`config.mk`:
```
export PLATFORM = sky130hd
export DESIGN_NAME = sram_frame_writer_flat
export DESIGN_NICKNAME = d
export VERILOG_FILES = /design/src/rtl/sram_frame_writer_pkg.sv /design/src/rtl/sram_frame_writer_if.sv /design/src/rtl/sram_frame_writer_rgb_to_gray.sv /design/src/rtl/sram_frame_writer.sv /design/src/flat_wrapper.sv
export SDC_FILE = /design/constraint.sdc
export NUM_CORES = 1
export LEC_CHECK = 0
export ABC_AREA = 1
export CAP_MARGIN = 20
export CORE_ASPECT_RATIO = 1.5
export CORE_MARGIN = 5
export CORE_UTILIZATION = 52
export DETAILED_ROUTE_END_ITERATION = 7
export PLACE_DENSITY = 0.81
export SYNTH_ARGS = -nofsm -noshare
export SYNTH_HDL_FRONTEND = slang
export SYNTH_HIERARCHICAL = 1
export SYNTH_SLANG_ARGS = --single-unit
```
`constraint.sdc`:
```
create_clock -name iCLK -period 2.6 [get_ports iCLK]
set_input_delay 0.52 -clock iCLK [delete_from_list [all_inputs] [get_ports iCLK]]
set_output_delay 0.52 -clock iCLK [all_outputs]
set_load 0.05 [all_outputs]
```
`src/rtl/sram_frame_writer_pkg.sv`:
```
// Shared types and constants for the SRAM frame writer: FSM encoding, frame size,
// pixel struct and the R+2G+B grayscale weights.
package sram_frame_writer_pkg;

  localparam int FRAME_WORDS_DEF = 153600;
  localparam int ADDR_W_DEF      = 18;

  localparam int RGB_W  = 12;
  localparam int GRAY_W = 8;
  localparam int SUM_W  = 14;
  localparam int WORD_W = 2 * GRAY_W;

  // Weights expressed as left shifts: gray = (R + 2G + B) >> 6
  localparam int GRAY_RED_SHL   = 0;
  localparam int GRAY_GREEN_SHL = 1;
  localparam int GRAY_BLUE_SHL  = 0;
  localparam int GRAY_SHIFT     = 6;

  typedef enum logic [2:0] {
    IDLE,
    ARM,
    SYNC,
    CAPTURE,
    FLUSH,
    DONE
  } frameState_t;

  typedef struct packed {
    logic [RGB_W-1:0] red;
    logic [RGB_W-1:0] green;
    logic [RGB_W-1:0] blue;
  } rgbPix_t;

  // Worst case 4095 + 8190 + 4095 = 16380, so the 14-bit sum never overflows.
  function automatic logic [GRAY_W-1:0] grayOf(input rgbPix_t pix);
    logic [SUM_W-1:0] sum;
    sum = (SUM_W'(pix.red)   << GRAY_RED_SHL)
        + (SUM_W'(pix.green) << GRAY_GREEN_SHL)
        + (SUM_W'(pix.blue)  << GRAY_BLUE_SHL);
    return sum[GRAY_SHIFT +: GRAY_W];
  endfunction

endpackage

```
`src/rtl/sram_frame_writer_if.sv`:
```
// Write bus between the frame writer (master) and the SRAM save stage (slave).
// The save stage registers controlState; address/data hold for two cycles per write.
interface sram_frame_writer_if
  import sram_frame_writer_pkg::*;
#(
  parameter int ADDR_W = ADDR_W_DEF
);

  logic              controlState;
  logic [ADDR_W-1:0] memoryAddress;
  logic [WORD_W-1:0] memoryData;

  modport master (
    output controlState,
    output memoryAddress,
    output memoryData
  );

  modport slave (
    input controlState,
    input memoryAddress,
    input memoryData
  );

endinterface

```
`src/rtl/sram_frame_writer_rgb_to_gray.sv`:
```
// Registered 12-bit RGB to 8-bit grayscale (R+2G+B)>>6; one cycle latency,
// no backpressure (valid simply follows the input valid by one cycle).
module rgb_to_gray
  import sram_frame_writer_pkg::*;
(
  input  logic              iCLK,
  input  logic              iRST,
  input  logic              pixVld,
  input  rgbPix_t           pix,
  output logic              grayVld,
  output logic [GRAY_W-1:0] gray
);

  always_ff @(posedge iCLK) begin
    if (iRST) begin
      grayVld <= 1'b0;
      gray    <= '0;
    end else begin
      grayVld <= pixVld;
      if (pixVld) begin
        gray <= grayOf(pix);
      end
    end
  end

endmodule

```
`src/rtl/sram_frame_writer.sv`:
```
// Captures one armed frame, converts to gray, packs two pixels per word and writes linearly from 0.
// Write pulse lands 2 cycles after the odd pixel; no backpressure, at most one write per 2 cycles.
module sram_frame_writer
  import sram_frame_writer_pkg::*;
#(
  parameter int FRAME_WORDS = FRAME_WORDS_DEF,
  parameter int ADDR_W      = ADDR_W_DEF
)(
  input  logic             iCLK,
  input  logic             iRST,
  input  logic             iStart,
  input  logic             iFVAL,
  input  logic             iDVAL,
  input  logic [RGB_W-1:0] iRed,
  input  logic [RGB_W-1:0] iGreen,
  input  logic [RGB_W-1:0] iBlue,
  sram_frame_writer_if.master memBus,
  output logic             oBusy,
  output logic             oDone,
  output logic             oOverflow
);

  localparam logic [ADDR_W:0] FRAME_LIMIT = (ADDR_W+1)'(FRAME_WORDS);

  frameState_t state;
  frameState_t stateNext;

  logic              fvalPrev;
  logic              fvalRise;
  logic              fvalFall;

  logic              startAccept;
  logic              pixAccept;
  logic              flushIssue;
  logic              wordIssue;

  rgbPix_t           pix;
  logic              grayVld;
  logic [GRAY_W-1:0] gray;

  logic              pending;
  logic [GRAY_W-1:0] lowByte;

  logic              ctrlQ;
  logic              holdQ;
  logic [ADDR_W-1:0] addrQ;
  logic [WORD_W-1:0] dataQ;
  logic              overflowQ;

  logic [ADDR_W:0]   nextFree;
  logic              full;

  assign fvalRise = iFVAL & ~fvalPrev;
  assign fvalFall = ~iFVAL & fvalPrev;

  assign pix = '{red: iRed, green: iGreen, blue: iBlue};

  rgb_to_gray uGray (
    .iCLK    (iCLK),
    .iRST    (iRST),
    .pixVld  (pixAccept),
    .pix     (pix),
    .grayVld (grayVld),
    .gray    (gray)
  );

  // A word already pulsed or holding still owns addrQ, so the next free slot is one past it.
  assign nextFree  = {1'b0, addrQ} + (ADDR_W+1)'(ctrlQ | holdQ);
  assign full      = (nextFree >= FRAME_LIMIT);
  assign wordIssue = (grayVld & pending & ~full) | flushIssue;

  // ---------------- FSM: state register ----------------
  always_ff @(posedge iCLK) begin
    if (iRST) begin
      state    <= IDLE;
      fvalPrev <= 1'b0;
    end else begin
      state    <= stateNext;
      fvalPrev <= iFVAL;
    end
  end

  // ---------------- FSM: next state ----------------
  always_comb begin
    stateNext = state;
    unique case (state)
      IDLE:    if (iStart)   stateNext = ARM;
      ARM:     if (!iFVAL)   stateNext = SYNC;
      SYNC:    if (fvalRise) stateNext = CAPTURE;
      CAPTURE: if (fvalFall) stateNext = FLUSH;
      // Leave only once the last pixel has cleared the converter and every write has finished holding.
      FLUSH:   if (!grayVld && !pending && !ctrlQ && !holdQ) stateNext = DONE;
      DONE:    stateNext = IDLE;
      default: stateNext = IDLE;
    endcase
  end

  // ---------------- FSM: outputs ----------------
  always_comb begin
    oBusy       = 1'b0;
    oDone       = 1'b0;
    startAccept = 1'b0;
    pixAccept   = 1'b0;
    flushIssue  = 1'b0;
    unique case (state)
      IDLE:    startAccept = iStart;
      ARM:     oBusy = 1'b1;
      SYNC: begin
        oBusy     = 1'b1;
        pixAccept = iDVAL & iFVAL & fvalRise;
      end
      CAPTURE: begin
        oBusy     = 1'b1;
        pixAccept = iDVAL & iFVAL;
      end
      FLUSH: begin
        oBusy      = 1'b1;
        flushIssue = ~grayVld & pending & ~ctrlQ;
      end
      DONE:    oDone = 1'b1;
      default: ;
    endcase
  end

  // ---------------- packer, write pulse and address counter ----------------
  always_ff @(posedge iCLK) begin
    if (iRST) begin
      pending   <= 1'b0;
      lowByte   <= '0;
      ctrlQ     <= 1'b0;
      holdQ     <= 1'b0;
      addrQ     <= '0;
      dataQ     <= '0;
      overflowQ <= 1'b0;
    end else begin
      ctrlQ <= wordIssue;
      holdQ <= ctrlQ;

      if (wordIssue) begin
        dataQ <= grayVld ? {gray, lowByte} : {GRAY_W'(0), lowByte};
      end

      if (startAccept) begin
        addrQ <= '0;
      end else if (holdQ) begin
        addrQ <= addrQ + ADDR_W'(1);
      end

      if (startAccept) begin
        pending <= 1'b0;
      end else if (grayVld) begin
        pending <= full ? 1'b0 : ~pending;
      end else if (flushIssue) begin
        pending <= 1'b0;
      end

      if (grayVld && !full && !pending) begin
        lowByte <= gray;
      end

      if (startAccept) begin
        overflowQ <= 1'b0;
      end else if (grayVld && full) begin
        overflowQ <= 1'b1;
      end
    end
  end

  assign memBus.controlState  = ctrlQ;
  assign memBus.memoryAddress = addrQ;
  assign memBus.memoryData    = dataQ;
  assign oOverflow            = overflowQ;

endmodule
```
`src/flat_wrapper.sv`:
```
// flat-port wrapper written by rule: the top's interface ports become plain ports
module sram_frame_writer_flat import sram_frame_writer_pkg::*;
#(
  parameter int FRAME_WORDS = FRAME_WORDS_DEF,
  parameter int ADDR_W      = ADDR_W_DEF
)
  (iCLK, iRST, iStart, iFVAL, iDVAL, iRed, iGreen, iBlue, oBusy, oDone, oOverflow, memBus_controlState, memBus_memoryAddress, memBus_memoryData);
  sram_frame_writer_if #(.ADDR_W(ADDR_W)) memBus_i ();
  input  logic iCLK;
  input  logic iRST;
  input  logic iStart;
  input  logic iFVAL;
  input  logic iDVAL;
  input  logic [RGB_W-1:0] iRed;
  input  logic [RGB_W-1:0] iGreen;
  input  logic [RGB_W-1:0] iBlue;
  output logic oBusy;
  output logic oDone;
  output logic oOverflow;
  output wire logic [$bits(memBus_i.controlState)-1:0] memBus_controlState;
  output wire logic [$bits(memBus_i.memoryAddress)-1:0] memBus_memoryAddress;
  output wire logic [$bits(memBus_i.memoryData)-1:0] memBus_memoryData;
  assign memBus_controlState = memBus_i.controlState;
  assign memBus_memoryAddress = memBus_i.memoryAddress;
  assign memBus_memoryData = memBus_i.memoryData;
  sram_frame_writer #(.FRAME_WORDS(FRAME_WORDS), .ADDR_W(ADDR_W)) u_core (.iCLK(iCLK), .iRST(iRST), .iStart(iStart), .iFVAL(iFVAL), .iDVAL(iDVAL), .iRed(iRed), .iGreen(iGreen), .iBlue(iBlue), .memBus(memBus_i), .oBusy(oBusy), .oDone(oDone), .oOverflow(oOverflow));
endmodule
```
# Word level (Yosys, flattened, before mapping)
# Cells that the tools add are included.
[totals] ff_bits=59 output_inout_bits=38
[classes] add_sub_neg=4 order_cmp=1 n_eq_ne=10 muxes=15 bitwise=16 reduce_logical=16
[ops] operator="$add A18 B19 Y19" count=1
[ops] operator="$ge A19 B18 Y1 const B" count=1
[ops] operator="$add A18 B1 Y18 const B" count=1
[ops] operator="$mux W16" count=1
[ops] operator="$mux W3" count=5
[ops] operator="$pmux W3 S5" count=1
[ops] operator="$add A12 B13 Y14" count=1
[ops] operator="$add A14 B12 Y14" count=1
[ops] operator="$and A1 B1 Y1" count=8
[ops] operator="$mux W1" count=7
[ops] operator="$eq A3 B2 Y1 const B" count=2
[ops] operator="$eq A3 B3 Y1 const B" count=2
[ops] operator="$logic_and A1 B1 Y1" count=6
[ops] operator="$ne A2 B1 Y1 const B" count=3
[ops] operator="$not A1 Y1" count=6
[ops] operator="$logic_not A1 Y1" count=5
[ops] operator="$reduce_and A5 Y1" count=1
[ops] operator="$ne A2 B2 Y1 const B" count=2
[ops] operator="$reduce_or A4 Y1" count=1
[ops] operator="$eq A3 B1 Y1 const B" count=1
[ops] operator="$logic_not A3 Y1" count=1
[ops] operator="$or A1 B1 Y1" count=2
[ops] operator="$pmux W1 S2" count=1
[ops] operator="$reduce_bool A2 Y1" count=1
[ops] operator="$reduce_or A2 Y1" count=1

# Depth between registers and ports, before layout
[depth] word_depth=6 ltp_mapped=19 depth_no_buf=17

# Modules after synthesis
# The synthesis kept the hierarchy.
[by_module_without_submodules] module="sram_frame_writer" n_inst=1 cells_per_inst=376 area_each_um2=2548.7
[by_module_without_submodules] module="rgb_to_gray" n_inst=1 cells_per_inst=178 area_each_um2=1176.1

# Least setup slack after synthesis
# OpenSTA, ideal clock, no wires.
[synth_path] path_type="register -> register" from="reg u_core.ctrlQ, in the netlist u_core/memBus.controlState" to="reg u_core.lowByte[0]" setup_time_ns=0.113 arrival_time_ns=2.472 required_ns=2.487 setup_slack_ns=0.015 path_stages_with_launch=16 n_path_buf=2 synth_period_minus_slack_ns=2.585 cell_sequence="dfxtp_1 > inv_1 > nand2_1 > ha_1 > ha_1 > nand3_1 > nor2_1 > nand4_1 > nand2_1 > nand2_2 > a21oi_4 > buf_6 > nand4_4 > buf_6 > nor2_1 > nor2_1"
[synth_between] elab_chain_len=6
[synth_lines] element="start: declaration" line_no="sram_frame_writer.sv:44" source="logic ctrlQ;"
[synth_lines] element="start signal: assignment" line_no="sram_frame_writer.sv:136" source="ctrlQ <= wordIssue;"
[synth_lines] element="$or A1 B1 Y1" line_no="sram_frame_writer.sv:68" source="assign nextFree = {1'b0, addrQ} + (ADDR_W+1)'(ctrlQ | holdQ);"
[synth_lines] element="$add A18 B19 Y19" line_no="sram_frame_writer.sv:68"
[synth_lines] element="$ge A19 B18 Y1" line_no="sram_frame_writer.sv:69" source="assign full = (nextFree >= FRAME_LIMIT);"
[synth_lines] element="$logic_not A1 Y1" line_no="sram_frame_writer.sv:157" source="if (grayVld && !full && !pending) begin"
[synth_lines] element="$logic_and A1 B1 Y1 (2 in a row)" line_no="sram_frame_writer.sv:157"
[synth_lines] element="end signal: assignment" line_no="sram_frame_writer.sv:158" source="lowByte <= gray;"
[synth_lines] element="end: declaration" line_no="sram_frame_writer.sv:42" source="logic [GRAY_W-1:0] lowByte;"
# No other way between the ends.
# A chain may end at the register's enable or synchronous reset.

# Worst setup path after layout
[layout_path] from="reg u_core.state[1]" to="out oBusy"
[layout_between] elab_chain_len=3 elab_cells_between_ends=6 cone_classes="eq/ne (4); mux (1); reduce/logical (1)"
[layout_lines] element="start: declaration" line_no="sram_frame_writer.sv:25" source="frameState_t state;"
[layout_lines] element="start signal: assignment" line_no="sram_frame_writer.sv:78" source="state <= stateNext;"
[layout_lines] element="$eq A3 B1 Y1 (tied with other cells)" line_no="sram_frame_writer.sv:105" source="unique case (state)"
[layout_lines] element="$reduce_or A4 Y1 (no line) (*)"
[layout_lines] element="$mux W1 (*)" line_no="sram_frame_writer.sv:105"
[layout_lines] element="end: declaration" line_no="flat_wrapper.sv:17" source="output logic oBusy;"
# Mark *: on every way between the ends. The rest lies on a longest branch, timed or not.

==> qor.csv <==
metric;value;unit
status;finished clean;
internal cell power;1751;uW
async set-reset flop share out of synthesis;0;%
Fin Setup TNS;0;ps
synthesized flop and latch total;59;
core area;6944;um2
Setup Viol. Count Final;0;
first-pass GRT wire length;15.79;mm
vias per inst;5.296;
die height;113.7;um
WS Path Type;reg2out;
layout cells sized above 1;8.092;%
cts bufs inserted;9;
area of the mapped netlist;3725;um2
count of distinct cell types in the synthesized netlist;39;
crit path from;u_core/state[1];
Tightest Hold Check Type;reg2reg;
GRT Util Overall;21.64;%
Mapped Nets;620;
drt drc;0;
Critical Path Fanout Max;7;
post-synthesis sequential area ratio;31.71;%
initial antenna violation count;0;
# port buffers;78;
Detail Route Antenna Nets;0;
post-DP HPWL;7.446;mm
Max Fclk;0.3970;GHz
Power Density;524.4;nW/um2
Post-layout nets;716;
die area;8991;um2
relative slew slack;63.95;%
WHS;483.7;ps
largest net degree at the start of global routing;27;
H-Tree Depth;3;
Post-CTS Setup Bufs;0;
Placed Area;4679;um2
Die W;79.11;um
max-capacitance violation count;0;
peak supply drop;0.0003882;V
Worst EP arrival;2000;ps
via count;3882;
EDFF count, synth;0;
Net Sw Frac;31.76;%
Layout Cell Area excl Fill;4893;um2
Comb power frac;28.5;%
CP endpoint kind;output pin;
Primary FF master, synth;dfxtp_1;
RR Startpoint;u_core/memBus.controlState;
Mean Syn Cell Area;6.724;um2
worst hold start;u_core/memBus.memoryData[11];
Startpoint Class;flip-flop;
switching power total;815.1;uW
Mapped Cells;554;
clock tree buffer depth;2;
Fin. Hold Viols;0;
fin crit share;96.89;%
Site Rows;37;
Post-Layout Cell Count;733;
worst skew pair latency;340;ps
clk slew on worst S/H paths;60;ps
Routed WL;9.533;mm
gpl congestion;0.9021;
worst reg2reg setup slack;230;ps
Critical Path RT;2080;ps
clk sink count;59;
worst slew pin tran;535.8;ps
Inserted Diodes;0;
dpl cells;717;
grt ovf;0;
Ys Warns;6;
1st-pass router iterations;5;
CTS tree;built;
post-route clock skew;7.131;ps
first-iteration detailed-routing DRC count;187;
max-slew violations;0;
Final min period;2519;ps
boundary pin count;79;
clk root buf;clkbuf_8;
Initial Util;53.64;%
P_leak;0.002167;uW
Clk pwr share;33.6;%
vias in the first global route;3790;
Area growth syn-to-layout;31.37;%
sequential cell fraction of total power;37.9;%
Power Total;2566;uW
WL per Instance;13.01;um
[per-stage QoR]
step           util, %  worst slack [ps]
6_report         70.47             80.96
5_1_grt          70.47            -3.219
4_1_cts          70.34             110.1
3_5_place_dp     67.39            -171.2
3_3_place_gp     67.39            -107.4
2_1_floorplan        -             15.00
[state kept, by name, indices dropped and copies added (netlist names)]
signal,flops
u_core/lowByte,8
u_core/memBus.memoryData,16
u_core/oOverflow,1
u_core/uGray/grayVld,1
u_core/memBus.controlState,1
u_core/fvalPrev,1
u_core/memBus.memoryAddress,18
u_core/uGray/gray,8
u_core/pending,1
u_core/holdQ,1
u_core/state,3
[metal layers]
layer  global-route usage (%)  wire length, um  vias up
met1                    21.10             3522     1771
met3                    4.186              537       24
li1                         -                -     1965
met5                        0                0        -
met2                    41.96             5162      122
met4                    11.01              311        0
[layout make-up]
type                       count  area (um2)
clock buffer                  15       176.4
inverter                      86       322.8
clock inverter                 1       30.03
timing repair buffer          98       942.2
tap                           78       97.59
sequential                    59        1181
fill                         601        2051
multi-input combinational    396        2143
[worst paths after layout]
kind / endpoint / cells past startpoint
setup reg to reg: u_core/memBus.memoryData[6] / 16
hold reg to reg: u_core/memBus.memoryData[11] / 2
hold / removal: u_core/memBus.memoryData[11] / 2
setup / recovery: oBusy / 7
[cells in the final DEF, fill, tap and decap left out, drive strengths merged]
master	count
nand2	122
nor2	94
inv	84
clkdlybuf4s50	77
dfxtp	59
a21oi	45
nand3	44
nand4	22
buf	20
clkbuf	15
o21ai	14
ha	14
fa	11
nor3	7
or2	5
o21bai	3
clkinv	2
a211oi	2
xnor2	2
xor2	2
nor4	2
nor3b	2
bufinv	1
dlygate4sd2	1
o31ai	1
o21a	1
a21o	1
a211o	1
a31oi	1
[power groups by stage]
stage               sequential, uW  combinational (uW)  clock, uW
floorplan                      985                 470          0
global placement               990                 694          0
detailed placement             990                 722          0
CTS                            971                 720        878
global route                   978                 810        916
finish                         973                 731        862
[kinds of logic after synthesis]
group | Yosys count | share of synthesized area, %
buffers and inverters | 99 | 10.98
adder cells (fa/ha/maj) | 25 | 10.61
flip-flops | 59 | 31.71
AND/OR/NAND/NOR | 298 | 35.51
XOR/XNOR | 4 | 0.9407
AO/OA/AOI/OAI | 69 | 10.25
[synthesized netlist by cell type (3+ instances only)]
cell type / count / area (um2)
a21oi_1: 44 / 220.2
clkbuf_1: 4 / 15.01
dfxtp_1: 59 / 1181
fa_1: 11 / 220.2
ha_1: 14 / 175.2
inv_1: 83 / 311.6
nand2_1: 117 / 439.2
nand2_2: 5 / 31.28
nand3_1: 42 / 210.2
nand4_1: 21 / 131.4
nor2_1: 89 / 334.1
nor2_2: 3 / 18.77
nor3_1: 7 / 35.03
o21ai_0: 14 / 70.07
o21bai_1: 3 / 22.52
or2_1: 3 / 18.77
[critical path, stage by stage, from the launching register on]
cell and delay [ps]:
dfxtp_1 370, nor2_1 160, inv_1 100, nor2_1 230
or2_2 180, inv_1 40, nand2_1 50, dlygate4sd2_1 530
[repair_timing]
| item | CTS | global route |
|---|---|---|
| hold buffers | 0 | 0 |
| gates resized for setup | 1 | 3 |
| endpoints found under the setup margin | 1 | 17 |
No activity file was read; power rests on OpenSTA's default activity.
